### config.mk
export PLATFORM = sky130hd
export DESIGN_NAME = a2d_spi_resp
export DESIGN_NICKNAME = d
export VERILOG_FILES = /design/src/rtl/a2d_spi_resp.sv
export SDC_FILE = /design/constraint.sdc
export NUM_CORES = 1
export LEC_CHECK = 0
export ABC_CLOCK_PERIOD_IN_PS = 2000
export BUFFER_PORTS_ARGS = -buffer_cell sky130_fd_sc_hd__buf_2
export CAP_MARGIN = 5
export CORE_MARGIN = 2
export CORE_UTILIZATION = 41
export DETAILED_ROUTE_END_ITERATION = 7
export PLACE_DENSITY = 0.61
export SLEW_MARGIN = 10
export SYNTH_ARGS = -nofsm -noshare
export SYNTH_HDL_FRONTEND = slang
export SYNTH_SLANG_ARGS = --single-unit
### constraint.sdc
create_clock -name clk -period 2 [get_ports clk]
set_input_delay 0.4 -clock clk [delete_from_list [all_inputs] [get_ports clk]]
set_output_delay 0.4 -clock clk [all_outputs]
set_load 0.03 [all_outputs]
### src/rtl/a2d_spi_resp.sv
// SPI responder for the 8-channel A2D link: takes 16-bit commands on MOSI and returns the
// channel value selected by the previous command on MISO.
module a2d_spi_resp #(
    parameter int FRAME_W = 16,
    parameter int DATA_W  = 12,
    parameter int NUM_CH  = 8,
    parameter int CH_W    = $clog2(NUM_CH)
) (
    input  logic              clk,
    input  logic              rst_n,
    input  logic              SS_n,
    input  logic              SCLK,
    input  logic              MOSI,
    output logic              MISO,
    input  logic              ch_wr,
    input  logic [CH_W-1:0]   ch_addr,
    input  logic [DATA_W-1:0] ch_wdata,
    output logic              cmd_vld,
    output logic [CH_W-1:0]   cmd_ch,
    output logic              frm_err
);

    localparam logic [1:0] IDLE  = 2'd0;
    localparam logic [1:0] SHIFT = 2'd1;
    localparam logic [1:0] DONE  = 2'd2;

    logic ss_s1_q, ss_s2_q, ss_prev_q;
    logic sclk_s1_q, sclk_s2_q, sclk_prev_q;
    logic mosi_s1_q, mosi_s2_q;

    logic [1:0]         state_q, state_d;
    logic [4:0]         bit_cnt_q, bit_cnt_d;
    logic [FRAME_W-1:0] tx_shft_q, tx_shft_d;
    logic [FRAME_W-1:0] rx_shft_q, rx_shft_d;
    logic [CH_W-1:0]    ch_ptr_q, ch_ptr_d;
    logic [CH_W-1:0]    cmd_ch_q, cmd_ch_d;
    logic               cmd_vld_q, cmd_vld_d;
    logic               frm_err_q, frm_err_d;
    logic               pend_q, pend_d;
    logic [DATA_W-1:0]  chan_q [NUM_CH];
    logic [DATA_W-1:0]  chan_d [NUM_CH];

    logic ss_fall, ss_rise, sclk_rise;

    // Synchronizers are left out of reset so a reset with SS_n held low cannot fake a fall edge.
    always_ff @(posedge clk) begin
        ss_s1_q     <= SS_n;
        ss_s2_q     <= ss_s1_q;
        ss_prev_q   <= ss_s2_q;
        sclk_s1_q   <= SCLK;
        sclk_s2_q   <= sclk_s1_q;
        sclk_prev_q <= sclk_s2_q;
        mosi_s1_q   <= MOSI;
        mosi_s2_q   <= mosi_s1_q;
    end

    assign ss_fall   = ss_prev_q & ~ss_s2_q;
    assign ss_rise   = ~ss_prev_q & ss_s2_q;
    assign sclk_rise = ~sclk_prev_q & sclk_s2_q;

    always_comb begin
        state_d   = state_q;
        bit_cnt_d = bit_cnt_q;
        tx_shft_d = tx_shft_q;
        rx_shft_d = rx_shft_q;
        ch_ptr_d  = ch_ptr_q;
        cmd_ch_d  = cmd_ch_q;
        cmd_vld_d = 1'b0;
        frm_err_d = 1'b0;
        pend_d    = pend_q;
        chan_d    = chan_q;

        if (ch_wr) begin
            chan_d[ch_addr] = ch_wdata;
        end

        case (state_q)
            IDLE: begin
                pend_d = 1'b0;
                if (ss_fall || (pend_q && !ss_s2_q)) begin
                    tx_shft_d = {{(FRAME_W-DATA_W){1'b0}}, chan_q[ch_ptr_q]};
                    bit_cnt_d = 5'd0;
                    state_d   = SHIFT;
                end
            end
            SHIFT: begin
                // A coincident SS_n rise still takes this last SCLK shift before DONE.
                if (sclk_rise) begin
                    rx_shft_d = {rx_shft_q[FRAME_W-2:0], mosi_s2_q};
                    tx_shft_d = {tx_shft_q[FRAME_W-2:0], 1'b0};
                    if (bit_cnt_q != 5'd31) begin
                        bit_cnt_d = bit_cnt_q + 5'd1;
                    end
                end
                if (ss_rise) begin
                    state_d = DONE;
                end
            end
            DONE: begin
                state_d = IDLE;
                if (ss_fall) begin
                    pend_d = 1'b1;
                end
                if (bit_cnt_q == 5'(FRAME_W) && rx_shft_q[FRAME_W-1 -: 2] == 2'b00) begin
                    cmd_vld_d = 1'b1;
                    cmd_ch_d  = rx_shft_q[FRAME_W-3 -: CH_W];
                    ch_ptr_d  = rx_shft_q[FRAME_W-3 -: CH_W];
                end else begin
                    frm_err_d = 1'b1;
                end
            end
            default: begin
                state_d = IDLE;
            end
        endcase
    end

    always_ff @(posedge clk) begin
        if (!rst_n) begin
            state_q   <= IDLE;
            bit_cnt_q <= 5'd0;
            tx_shft_q <= '0;
            rx_shft_q <= '0;
            ch_ptr_q  <= '0;
            cmd_ch_q  <= '0;
            cmd_vld_q <= 1'b0;
            frm_err_q <= 1'b0;
            pend_q    <= 1'b0;
            for (int i = 0; i < NUM_CH; i++) begin
                chan_q[i] <= '0;
            end
        end else begin
            state_q   <= state_d;
            bit_cnt_q <= bit_cnt_d;
            tx_shft_q <= tx_shft_d;
            rx_shft_q <= rx_shft_d;
            ch_ptr_q  <= ch_ptr_d;
            cmd_ch_q  <= cmd_ch_d;
            cmd_vld_q <= cmd_vld_d;
            frm_err_q <= frm_err_d;
            pend_q    <= pend_d;
            chan_q    <= chan_d;
        end
    end

    assign MISO    = ~ss_s2_q & tx_shft_q[FRAME_W-1];
    assign cmd_vld = cmd_vld_q;
    assign cmd_ch  = cmd_ch_q;
    assign frm_err = frm_err_q;

endmodule

==> results of run 1 <==
[sequential cells by signal, summed over array words and instances (netlist names)]
name         cells
rx_shft_q       16
cmd_vld          1
bit_cnt_q        5
mosi_s2_q        1
cmd_ch           3
pend_q           1
sclk_prev_q      1
chan_q          96
sclk_s2_q        1
state_q          2
sclk_s1_q        1
ss_s1_q          1
mosi_s1_q        1
tx_shft_q       16
ss_s2_q          1
ss_prev_q        1
frm_err          1
[worst max-delay path by stage]
stage                      start  slack, ns  depth (start not counted)       endpoint
finish              bit_cnt_q[1]       0.26                          7   bit_cnt_q[3]
global placement    bit_cnt_q[0]       0.34                          7   bit_cnt_q[3]
floorplan              cmd_ch[0]       0.21                          5  tx_shft_q[10]
global route        bit_cnt_q[1]       0.19                          7   bit_cnt_q[3]
CTS                 bit_cnt_q[1]       0.26                          7   bit_cnt_q[3]
detailed placement  bit_cnt_q[0]       0.29                          7   bit_cnt_q[3]
[per-layer routing]
metal | global-route usage, % | share of wire [%] | vias up
met5 | 0 | 0 | -
met4 | 5.88 | 1.1 | 0
met3 | 4.12 | 4.9 | 13
met2 | 31.3 | 49 | 113
met1 | 24.9 | 45 | 2368
li1 | - | - | 2425
[logic make-up (layout without fill, tap and decap cells)]
kind of cell / Yosys count / count (layout) / share of synthesized area (%)
AND/OR/NAND/NOR: 315 / 315 / 21.2
flip-flops: 149 / 149 / 48.8
AO/OA/AOI/OAI: 142 / 142 / 12.5
buffers and inverters: 69 / 83 / 5.16
multiplexers: 41 / 41 / 11.6
adder cells (fa/ha/maj): 3 / 3 / 0.614
[metrics by stage]
| stage | instance area [um^2] | power, mW | worst slack (ns) | hold WS (ns) |
|---|---|---|---|---|
| floorplan | 6110 | 3.33 | 0.205 | 0.310 |
| global placement | 6380 | 3.42 | 0.339 | 0.310 |
| detailed placement | 6380 | 3.43 | 0.288 | 0.312 |
| CTS | 7020 | 6.84 | 0.264 | 0.0629 |
| global route | 7020 | 7.02 | 0.193 | 0.0700 |
| finish | 7020 | 6.79 | 0.257 | 0.0813 |
[cells in the final DEF, fill, tap and decap left out, drive strengths merged, types with 4 or more instances in the layout]
| cell | instances |
|---|---|
| o21ai | 6 |
| mux4 | 24 |
| nor2 | 16 |
| nor2b | 7 |
| dfxtp | 149 |
| buf | 48 |
| clkinvlp | 4 |
| a21oi | 123 |
| nand2 | 238 |
| nand3 | 37 |
| bufinv | 4 |
| mux2i | 17 |
| clkbuf | 21 |
| o221ai | 11 |
[final cells by class]
class | count | area (um^2) | area share, %
flip-flops and latches | 149 | 2980 | 42.5
multi-input cells | 501 | 2820 | 40.1
clock buffers | 21 | 470 | 6.70
repair buffers | 48 | 333 | 4.74
well taps | 184 | 230 | 3.28
clock inverters | 11 | 173 | 2.46
inverters | 3 | 12.5 | 0.178
[report_power, final]
group	total, mW	switching [mW]	internal, mW	leakage (nW)
Combinational	0.313	0.217	0.0958	0.843
Sequential	3.05	0.0304	3.02	1.21
Clock	3.42	1.23	2.19	0.302
Total	6.79	1.48	5.31	2.35
==> flow_summary.ini, run 1 <==
[timing]
clock_skew_ns = 0.00838
rsz0062_at_grt = false
tightest_slew_ns = 0.596
finalWorstPathRequiredPeriod_ns = 1.74
fmax_mhz = 574
period_share_pct = 87.2
fin_setup_tns_ns = 0
setup_viol = 0
finalMaxSlewViolations = 0
slew-limit-headroom_pct = 60.1
finalHoldViolCount = 0

[clock_tree]
clock_path_buffers = 2
cts_resized = 0
htree_levels = 4
cts_setup_buffers = 0
clock-sinks = 149
cts_buffers = 17
cts_tree = done
cts_hold_buffers = 0
clock_latency_ns = 0.42
clk_pin_slew_worst_paths_ns = 0.06
root_buffer = clkbuf_16

[routing]
wl_per_cell_um = 15.9
drt_pass1_iterations = 5
drc_errors = 0
ant_nets = 0
post_drt_via_cell_ratio = 5.36
vias = 4919
drt_iter0_markers = 440
routed_wl_um = 14600

[yosys]
yosys_most_used_dff = dfxtp_1
synth_top_area_share_pct = 48.8
synth_top_cell_by_area = dfxtp_1
synth.net_count = 743
seq_area_frac_synth_pct = 48.8
synth_edf_count = 0
ys_warn_count = 0
yosys_register_bits = 149
avgSynthCellArea_um2 = 8.50
synth.area.top_cells = dfxtp_1 49%, nand2_1 15%, a21oi_1 10%
synth.distinct_cells = 32
yosysMostFrequentCell = nand2_1
synthArstFlopShare_pct = 0
yosys-top-cells-count = 238 x nand2_1, 149 x dfxtp_1, 122 x a21oi_1
synthCells = 719
syn_area_mm2 = 0.00611

[critical_path]
crit_family = simple AND/OR/NAND/NOR gates
start_kind = flip-flop
max_stage_delay_ns = 0.34
rr_worst_depth = 7
crit_path_end_kind = flip-flop
cp_slowest_cell = dfxtp_1
crit_top_cell = ha_1
cp.arrival_ns = 2.09
cp.required_ns = 2.34
r2r_end = bit_cnt_q[3]
reg2reg_slack_ns = 0.26
cp_cell_sequence = ha_1, and3_1, ha_1, nand3b_1, nand4_1, or3_1, a21oi_1
r2r_start = bit_cnt_q[1]
path_buf_inv = 0
cp_max_fo = 4
critical_path_class = flip-flop to flip-flop

[pwr]
p_per_area_mw_per_mm2 = 967
p_leak_nw = 2.35
max-vdd-ir-drop_mv = 0.545

[global_routing]
grt_pass1_vias = 4748
grt_pass1_wl_um = 24200
track_usage_pct = 18.9
grt-ovfl-total = 0
antenna_found_initial = 0
grt_max_degree = 121

[floorplan]
die_w_um = 126
dieArea_mm2 = 0.0159
die_height_um = 126
io_pins = 27
start_util_pct = 42.0
core_area_mm2 = 0.0145
fp-row-count = 44

[job]
drv_cap = 0

[cells_and_area]
antenna_cells = 0
area.growth.synth_to_final_pct = 14.9
stdcell_count = 917
fillers = 1384
utilization_pct = 48.3
layout.nets = 744
drive_above_1_share_pct = 14.6

[worst_hold_path]
hold_path_class = primary input to flip-flop
hold_path_depth = 1
min_to = mosi_s1_q
worstHoldStart = MOSI

[placed_design]
port_buffers = 26
gp_congestion = 0.759
dp_hpwl_um = 9260
dp.cells = 885

[outcome]
status = finished clean
No activity file was read; power rests on OpenSTA's default activity.
==> run 2: changes to the inputs <==
--- a/config.mk
+++ b/config.mk
@@ -5,7 +5,7 @@
 export SDC_FILE = /design/constraint.sdc
 export NUM_CORES = 1
 export LEC_CHECK = 0
-export ABC_CLOCK_PERIOD_IN_PS = 2000
+export ABC_CLOCK_PERIOD_IN_PS = 2200
 export BUFFER_PORTS_ARGS = -buffer_cell sky130_fd_sc_hd__buf_2
 export CAP_MARGIN = 5
 export CORE_MARGIN = 2
==> constraint.sdc (replaced) <==
create_clock -name clk -period 2.2 [get_ports clk]
set_input_delay 0.44 -clock clk [delete_from_list [all_inputs] [get_ports clk]]
set_output_delay 0.44 -clock clk [all_outputs]
set_load 0.03 [all_outputs]
==> flow_summary.ini, run 2 (same netlist as run 1, synthesis figures left out) <==
[outcome]
status = finished clean

[cells_and_area]
layout.nets = 746
mostFrequentLayoutCells = 238 x nand2_1, 149 x dfxtp_1, 122 x a21oi_1
antenna_cells = 0
area.growth.synth_to_final_pct = 14.7
reg_top3 = chan_q (96), rx_shft_q (16), tx_shft_q (16)
fillers = 1418
largest_register_ffs = 96
drive_above_1_share_pct = 15.0
top_register = chan_q
layout_commonest_cell = nand2_1

[clock_tree]
htree_levels = 4
clock_latency_ns = 0.42
cts_resized = 0
cts_tree = done
root_buffer = clkbuf_16
clk_pin_slew_worst_paths_ns = 0.06
cts_buffers = 17
cts_hold_buffers = 0
clock-sinks = 149
clock_path_buffers = 2
cts_setup_buffers = 0

[timing]
slew-limit-headroom_pct = 56.3
period_share_pct = 79.8
setup_viol = 0
finalMaxSlewViolations = 0
rsz0062_at_grt = false
finalWorstPathRequiredPeriod_ns = 1.76
fmax_mhz = 569
tightest_slew_ns = 0.654
finalHoldViolCount = 0
fin_setup_tns_ns = 0
clock_skew_ns = 0.00863

[critical_path]
reg2reg_slack_ns = 0.44
start_kind = flip-flop
cp-endpoint = tx_shft_q[7]
critical_path_class = flip-flop to flip-flop
crit_path_end_kind = flip-flop
critPathLaunch = state_q[0]
r2r_start = state_q[0]
cp.arrival_ns = 2.08
cp.required_ns = 2.52
cp_max_fo = 12
max_stage_delay_ns = 0.54
r2r_end = tx_shft_q[7]
cp_cell_sequence = nor3_1, nand3_1, o221ai_1
cp_slowest_cell = nand3_1
rr_worst_depth = 3

[placed_design]
port_buffers = 26
dp_hpwl_um = 9580
gp_congestion = 0.791

[floorplan]
dieArea_mm2 = 0.0159
core_area_mm2 = 0.0145
fp-row-count = 44
io_pins = 27
start_util_pct = 42.0
die_height_um = 126
die_w_um = 126

[job]
drv_cap = 0

[routing]
drt_iter0_markers = 425
drt_pass1_iterations = 6
routed_wl_um = 15600
ant_nets = 0
wl_per_cell_um = 16.9
post_drt_via_cell_ratio = 5.45
drc_errors = 0
vias = 5008

[global_routing]
grt_pass1_wl_um = 25700
grt_pass1_vias = 4982
grt_max_degree = 99
antenna_found_initial = 0
track_usage_pct = 20.5
grt-ovfl-total = 0

[worst_hold_path]
hold_path_depth = 1
hold_path_class = primary input to flip-flop

[pwr]
p_per_area_mw_per_mm2 = 866
p_leak_nw = 2.36
max-vdd-ir-drop_mv = 0.573
fin_total_pwr_mw = 6.07
[run 2: stage by stage]
| step | util (%) | instance area (um^2) | hold slack, ns | setup slack [ns] | std cells |
|---|---|---|---|---|---|
| CTS | 48.2 | 7010 | 0.105 | 0.465 | 919 |
| finish | 48.2 | 7010 | 0.118 | 0.443 | 919 |
| global route | 48.2 | 7010 | 0.101 | 0.367 | 919 |
| global placement | 44.0 | 6390 | 0.311 | 0.522 | 887 |
| floorplan | - | 6110 | 0.310 | 0.405 | 719 |
| detailed placement | 44.0 | 6390 | 0.312 | 0.446 | 887 |
[run 2: how the worst min path moves through the flow]
stage / from / end / slack [ns]
5_1_grt: MOSI / mosi_s1_q / 0.10
3_5_place_dp: mosi_s1_q / mosi_s2_q / 0.31
2_1_floorplan: mosi_s1_q / mosi_s2_q / 0.31
6_report: MOSI / mosi_s1_q / 0.12
3_3_place_gp: mosi_s1_q / mosi_s2_q / 0.31
4_1_cts: MOSI / mosi_s1_q / 0.10
[run 2: where the power goes]
group          total (mW)  internal [mW]  switching [mW]
Combinational       0.291         0.0881           0.203
Sequential           2.78           2.75          0.0286
Clock                3.00           1.87            1.13
Total                6.07           4.71            1.36
[run 2: critical path, delay by kind of cell (launching register included)]
kind / cells / cell delay [ns]
AND/OR/NAND/NOR: 2 / 0.85
AO/OA/AOI/OAI: 1 / 0.40
flip-flops: 1 / 0.40
[run 2: final cells by class]
| cell class | instances | area, um^2 | area share, % |
|---|---|---|---|
| multi-input cells | 501 | 2820 | 40.2 |
| clock buffers | 20 | 467 | 6.66 |
| repair buffers | 50 | 348 | 4.96 |
| well taps | 184 | 230 | 3.28 |
| clock inverters | 12 | 151 | 2.16 |
| flip-flops and latches | 149 | 2980 | 42.6 |
| inverters | 3 | 12.5 | 0.179 |
[run 2: layer usage]
metal / vias up / share of wire (%) / wire length (um) / global-route usage (%)
met1: 2390 / 42 / 6500 / 25.0
met4: 0 / 2.0 / 313 / 7.24
li1: 2438 / - / - / -
met2: 150 / 50 / 7840 / 35.6
met5: - / 0 / 0 / 0
met3: 30 / 5.9 / 914 / 4.80
